### config.mk
export PLATFORM = sky130hd
export DESIGN_NAME = spi_slave_regfile
export DESIGN_NICKNAME = d
export VERILOG_FILES = /design/src/rtl/spi_slave_pkg.sv /design/src/rtl/spi_sync_edge.sv /design/src/rtl/spi_slave_regfile.sv
export SDC_FILE = /design/constraint.sdc
export NUM_CORES = 1
export LEC_CHECK = 0
export BUFFER_PORTS_ARGS = -buffer_cell sky130_fd_sc_hd__buf_2
export CORE_MARGIN = 8
export CORE_UTILIZATION = 54
export CTS_CLUSTER_DIAMETER = 80
export CTS_CLUSTER_SIZE = 10
export DETAILED_ROUTE_END_ITERATION = 10
export HOLD_SLACK_MARGIN = 0.03
export PLACE_DENSITY = 0.81
export SYNTH_ARGS = -nofsm -noshare
export SYNTH_HDL_FRONTEND = slang
export SYNTH_HIERARCHICAL = 1
export SYNTH_SLANG_ARGS = --single-unit
export TNS_END_PERCENT = 50
### constraint.sdc
create_clock -name clk -period 3.54 [get_ports clk]
set_input_delay 1.062 -clock clk [delete_from_list [all_inputs] [get_ports clk]]
set_output_delay 1.062 -clock clk [all_outputs]
set_load 0.01 [all_outputs]
### src/rtl/spi_slave_pkg.sv
// Shared types and constants for the SPI mode-0 register-file target.
// Contents:
//   state_e  - frame FSM states (IDLE, CMD, DATA)
//   RNW_BIT  - position of the read/not-write flag in the command byte
//   ADDR_W   - register address width
//   BYTE_W   - SPI byte width
package spi_slave_pkg;

   typedef enum logic [1:0] {
      IDLE,
      CMD,
      DATA
   } state_e;

   localparam int unsigned RNW_BIT = 7;
   localparam int unsigned ADDR_W  = 7;
   localparam int unsigned BYTE_W  = 8;

endpackage

### src/rtl/spi_sync_edge.sv
// Multi-bit input synchronizer with rise/fall pulse detection on bit 0.
// Bit 0 carries the SPI clock; the other bits are only synchronized.
// Ports:
//   clk_i   - system clock
//   rst_ni  - asynchronous active-low reset
//   d_i     - asynchronous inputs
//   sync_o  - inputs after STAGES flops
//   rise_o  - one-cycle pulse on a 0->1 transition of sync_o[0]
//   fall_o  - one-cycle pulse on a 1->0 transition of sync_o[0]
module spi_sync_edge #(
   parameter int unsigned             STAGES  = 2,
   parameter int unsigned             WIDTH   = 1,
   parameter logic [WIDTH-1:0]        RST_VAL = '0
) (
   input  logic             clk_i,
   input  logic             rst_ni,
   input  logic [WIDTH-1:0] d_i,
   output logic [WIDTH-1:0] sync_o,
   output logic             rise_o,
   output logic             fall_o
);

   logic [WIDTH-1:0] chain_q [STAGES];
   logic             prev_q;

   always_ff @(posedge clk_i or negedge rst_ni) begin
      if (!rst_ni) begin
         for (int unsigned i = 0; i < STAGES; i++) begin
            chain_q[i] <= RST_VAL;
         end
         prev_q <= RST_VAL[0];
      end else begin
         chain_q[0] <= d_i;
         for (int unsigned i = 1; i < STAGES; i++) begin
            chain_q[i] <= chain_q[i-1];
         end
         prev_q <= chain_q[STAGES-1][0];
      end
   end

   assign sync_o = chain_q[STAGES-1];
   assign rise_o = sync_o[0] & ~prev_q;
   assign fall_o = ~sync_o[0] & prev_q;

endmodule

### src/rtl/spi_slave_regfile.sv
// SPI mode-0 target giving an SPI master access to a bank of 8-bit
// registers. All SPI pins are oversampled in clk (SCLK <= clk/8).
// Frame: byte0 = {rnw, addr[6:0]}, then data bytes; address increments per
// data byte with 7-bit wrap.
// Ports:
//   clk, reset_n          - system clock, asynchronous active-low reset
//   spi_sclk/mosi/ss_n    - SPI inputs from the master
//   spi_miso, spi_miso_oe - SPI output data and its drive enable
//   reg_q                 - register contents, reg n at [8n+7:8n]
//   wr_strobe/addr/data   - one-cycle notification of each committed write
module spi_slave_regfile
   import spi_slave_pkg::*;
#(
   parameter int unsigned NUM_REGS    = 16,
   parameter logic [7:0]  RESET_VAL   = 8'h00,
   parameter int unsigned SYNC_STAGES = 2
) (
   input  logic                  clk,
   input  logic                  reset_n,
   input  logic                  spi_sclk,
   input  logic                  spi_mosi,
   input  logic                  spi_ss_n,
   output logic                  spi_miso,
   output logic                  spi_miso_oe,
   output logic [NUM_REGS*8-1:0] reg_q,
   output logic                  wr_strobe,
   output logic [6:0]            wr_addr,
   output logic [7:0]            wr_data
);

   logic [2:0] sync;
   logic       sclk_rise, sclk_fall;
   logic       mosi_s, ss_active;

   // ss_n resets to 1 so the target comes out of reset deselected.
   spi_sync_edge #(
      .STAGES  (SYNC_STAGES),
      .WIDTH   (3),
      .RST_VAL (3'b100)
   ) u_sync (
      .clk_i  (clk),
      .rst_ni (reset_n),
      .d_i    ({spi_ss_n, spi_mosi, spi_sclk}),
      .sync_o (sync),
      .rise_o (sclk_rise),
      .fall_o (sclk_fall)
   );

   assign mosi_s    = sync[1];
   assign ss_active = ~sync[2];

   state_e              state_q, state_d;
   logic [2:0]          bit_cnt_q, bit_cnt_d;
   logic [BYTE_W-1:0]   rx_q, rx_d, rx_next;
   logic [BYTE_W-1:0]   tx_q, tx_d;
   logic [ADDR_W-1:0]   addr_q, addr_d;
   logic                rnw_q, rnw_d;
   logic                miso_q, miso_d;
   logic                wr_en;
   logic                wr_strobe_q;
   logic [ADDR_W-1:0]   wr_addr_q, wr_addr_d;
   logic [BYTE_W-1:0]   wr_data_q, wr_data_d;
   logic [ADDR_W-1:0]   rd_addr;
   logic [BYTE_W-1:0]   rd_data;
   logic [BYTE_W-1:0]   regs_q [NUM_REGS];

   assign rx_next = {rx_q[BYTE_W-2:0], mosi_s};

   // One read port serves both the command-byte load and the per-byte
   // reload during read bursts; out-of-range addresses read as zero.
   assign rd_addr = (state_q == CMD) ? rx_next[ADDR_W-1:0] : addr_q + 7'd1;

   always_comb begin
      rd_data = '0;
      for (int unsigned i = 0; i < NUM_REGS; i++) begin
         if (rd_addr == ADDR_W'(i)) rd_data = regs_q[i];
      end
   end

   always_comb begin
      state_d   = state_q;
      bit_cnt_d = bit_cnt_q;
      rx_d      = rx_q;
      tx_d      = tx_q;
      addr_d    = addr_q;
      rnw_d     = rnw_q;
      miso_d    = miso_q;
      wr_en     = 1'b0;
      wr_addr_d = wr_addr_q;
      wr_data_d = wr_data_q;

      // Deselect overrides any SCLK edge seen in the same cycle.
      if (!ss_active) begin
         state_d = IDLE;
         miso_d  = 1'b0;
      end else begin
         unique case (state_q)
            IDLE: begin
               state_d   = CMD;
               bit_cnt_d = '0;
               rx_d      = '0;
               tx_d      = '0;
               miso_d    = 1'b0;
            end
            CMD: begin
               if (sclk_rise) begin
                  rx_d      = rx_next;
                  bit_cnt_d = bit_cnt_q + 3'd1;
                  if (bit_cnt_q == 3'd7) begin
                     rnw_d   = rx_next[RNW_BIT];
                     addr_d  = rx_next[ADDR_W-1:0];
                     tx_d    = rx_next[RNW_BIT] ? rd_data : '0;
                     state_d = DATA;
                  end
               end
            end
            DATA: begin
               if (sclk_rise) begin
                  rx_d      = rx_next;
                  bit_cnt_d = bit_cnt_q + 3'd1;
                  if (bit_cnt_q == 3'd7) begin
                     addr_d = addr_q + 7'd1;
                     if (rnw_q) begin
                        tx_d = rd_data;
                     end else if (32'(addr_q) < NUM_REGS) begin
                        wr_en     = 1'b1;
                        wr_addr_d = addr_q;
                        wr_data_d = rx_next;
                     end
                  end
               end else if (sclk_fall) begin
                  miso_d = tx_q[BYTE_W-1];
                  tx_d   = {tx_q[BYTE_W-2:0], 1'b0};
               end
            end
            default: state_d = IDLE;
         endcase
      end
   end

   always_ff @(posedge clk or negedge reset_n) begin
      if (!reset_n) begin
         state_q     <= IDLE;
         bit_cnt_q   <= '0;
         rx_q        <= '0;
         tx_q        <= '0;
         addr_q      <= '0;
         rnw_q       <= 1'b0;
         miso_q      <= 1'b0;
         wr_strobe_q <= 1'b0;
         wr_addr_q   <= '0;
         wr_data_q   <= '0;
         for (int unsigned i = 0; i < NUM_REGS; i++) begin
            regs_q[i] <= RESET_VAL;
         end
      end else begin
         state_q     <= state_d;
         bit_cnt_q   <= bit_cnt_d;
         rx_q        <= rx_d;
         tx_q        <= tx_d;
         addr_q      <= addr_d;
         rnw_q       <= rnw_d;
         miso_q      <= miso_d;
         wr_strobe_q <= wr_en;
         wr_addr_q   <= wr_addr_d;
         wr_data_q   <= wr_data_d;
         // Register update lands on the same edge that raises wr_strobe.
         for (int unsigned i = 0; i < NUM_REGS; i++) begin
            if (wr_en && wr_addr_d == ADDR_W'(i)) regs_q[i] <= wr_data_d;
         end
      end
   end

   for (genvar g = 0; g < NUM_REGS; g++) begin : g_out
      assign reg_q[8*g +: 8] = regs_q[g];
   end

   assign spi_miso    = miso_q;
   assign spi_miso_oe = ss_active;
   assign wr_strobe   = wr_strobe_q;
   assign wr_addr     = wr_addr_q;
   assign wr_data     = wr_data_q;

endmodule

==> impl_metrics.ini <==
[clock_network]
clock_buffer_count_from_cts = 17
clock_latency_ps = 430
clock-sinks = 180
clk_pin_slew_ps = 70
post_cts_buffers = 0
max-clock-path-buffers = 2
cts.root.buffer_cell = clkbuf_16
cts-resized-gates = 0
tritoncts = yes
cts_hold_repair.buffers = 0
ctsHtreeMaxLevel = 4

[worst_setup_path]
path_cells = ha_1, and4_1, nand3_1, a221oi_2, o21ai_1, or2_2, a221oi_1, o21ai_1
critPathMaxFanout = 13
critical_path.slowest_cell = dfrtp_1
crit-reg2reg-capture = tx_q[1]
critical_path_class = reg2reg
critPathRequiredTime_ps = 3830
reg2reg_setup_slack_ps = 210
critical_path_arrival_ps = 3620
critical_path.startpoint_type = flip-flop
worst_r2r_startpoint = addr_q[1]
end_kind = flip-flop
r2r_cells = 8
critical-path-top-cell-by-count = o21ai_1
max_stage_delay_ps = 670

[cells_and_area]
final_core_utilization = 0.6573
syn_to_final_growth_pct = 19.55
ratio_of_cells_with_drive_above_1_in_the_final_layout = 0.2493
nets = 1063
count_of_antenna_diodes_in_the_layout = 0

[floorplan]
die_y_um = 142.7
floorplan.io_pins = 151
fp.dieArea_um2 = 20370
core-area_um2 = 15770
rows = 46
die_x_um = 142.7
initial_utilization = 0.5498

[routing]
route.final.wire_length_mm = 29.05
post-route-drc-count = 0
drt_iter0_markers = 864
routed_wire_length_per_instance_um = 22.71
avgViaCountPerCell = 6.154
ant_nets = 0
dr_total_vias = 7871
drt_pass1_iterations = 5

[timing]
timing.clock.skew_ps = 10.51
slew_headroom = 0.5483
achievable-frequency_ghz = 0.3007
hold_viol = 0
worst-slew-pin-transition_ps = 674.5
time_the_worst_path_needs_with_i_o_delays_and_setup_ps = 3326
rsz0062_at_grt = no
postLayoutSetupSlackWorst_ps = 214.0
setup_viol = 0
slew_viol_final = 0
finalCritPeriodShare = 0.9396
final.setup.tns_ps = 0

[grt]
grt_first_pass_wirelength_mm = 45.15
grt-ovfl-total = 0
largest_net_degree_at_the_start_of_global_routing = 62
antenna_found_initial = 0
global_route_usage_over_all_layers = 0.2910
via_count_of_the_first_global_routing_pass = 7674

[worst_hold_path]
hp-start = u_sync/chain_q[5]
whs_path_depth = 0
hold_path.class = reg2reg
hold_path_end = u_sync/sync_o[2]

[job]
timing.max_cap.violations = 0

[power_and_ir_drop]
irDropWorstVdd_mv = 0.3092
power_switching_share = 0.2395
p_leak_nw = 4.996
seq_power_share = 0.464
p_int_w = 0.003418
power.share.combinational = 0.067
power.net_switching_w = 0.001077
part_of_the_total_power_dissipated_in_the_clock_network = 0.469
cellPowerDensity_nw_per_um2 = 433.6

[synth]
yosysWarnings = 6
postSynthAreaPerCell_um2 = 9.539
number_of_cells_produced_by_synthesis = 909
syn-cell-area_um2 = 8671
postSynthNetCount = 922

[placed_design]
port_buffers = 150
gpl.final_weighted_congestion = 0.9977
place_worst_setup_slack_ps = 343.6
dpl.hpwl_mm = 20.58

[status]
outcome = finished clean
## cells in the final DEF, fill, tap and decap left out, types with 18 or more instances in the layout
cell type	count
nand2_1	164
inv_1	21
nand3_1	19
buf_2	149
nor2_1	73
o21ai_1	18
buf_4	39
dfrtp_1	178
a21oi_1	65
o21ai_0	105
## per-stage QoR
step / power (W) / instances / cell area [µm²] / hold WS [ps]
2_1_floorplan: 0.002301 / 909 / 8671 / 331.2
3_3_place_gp: 0.002418 / 1247 / 9711 / 333.2
3_5_place_dp: 0.002421 / 1247 / 9711 / 350.4
4_1_cts: 0.004502 / 1279 / 10370 / 363.1
5_1_grt: 0.004623 / 1279 / 10370 / 367.0
6_report: 0.004495 / 1279 / 10370 / 362.9
## sequential cells by signal, indices dropped and copies added, names as in the netlist
name,count
wr_strobe,1
bit_cnt_q,3
wr_data,8
reg_q,128
state_q,2
spi_miso,1
u_sync/prev_q,1
rx_q,7
tx_q,8
u_sync/sync_o,3
rnw_q,1
addr_q,7
wr_addr,7
u_sync/chain_q,3
## final cells by class
cell class | instances | area (µm²)
Fill cell | 1294 | 5404
Tap cell | 216 | 270.3
Sequential cell | 180 | 4507
Timing Repair Buffer | 191 | 1090
Clock inverter | 12 | 188.9
Clock buffer | 20 | 466.7
Multi-Input combinational cell | 639 | 3765
Inverter | 21 | 78.83
## critical path, delay by kind of cell (launching register included)
family          cells  cell delay (ps)
fa+ha+maj           1              420
flops               1              670
simple gates        3              880
compound gates      4             1210
## per-layer routing
metal | wire [µm] | global-route usage | up-vias
li1 | - | - | 3492
met1 | 11660 | 0.3837 | 3849
met2 | 13670 | 0.4514 | 461
met3 | 2892 | 0.08280 | 69
met4 | 827 | 0.1018 | 0
met5 | 0 | 0 | -
## power groups by stage
| stage | clock network, W | registers [W] | logic (W) |
|---|---|---|---|
| 2_1_floorplan | 0 | 0.00212 | 0.000184 |
| 3_3_place_gp | 0 | 0.00212 | 0.000296 |
| 3_5_place_dp | 0 | 0.00212 | 0.000298 |
| 4_1_cts | 0.00212 | 0.00208 | 0.000300 |
| 5_1_grt | 0.00221 | 0.00208 | 0.000329 |
| 6_report | 0.00211 | 0.00208 | 0.000301 |
## worst max-delay path by stage
stage / slack, ps / from / depth (start not counted) / endpoint
3_3_place_gp: 230 / addr_q[0] / 8 / tx_q[1]
3_5_place_dp: 340 / addr_q[1] / 8 / tx_q[1]
6_report: 210 / addr_q[1] / 8 / tx_q[1]
2_1_floorplan: 920 / state_q[0] / 8 / reg_q[0]
5_1_grt: 50 / state_q[0] / 7 / reg_q[105]
4_1_cts: 290 / state_q[0] / 9 / reg_q[44]
No activity file was read; power rests on OpenSTA's default activity.
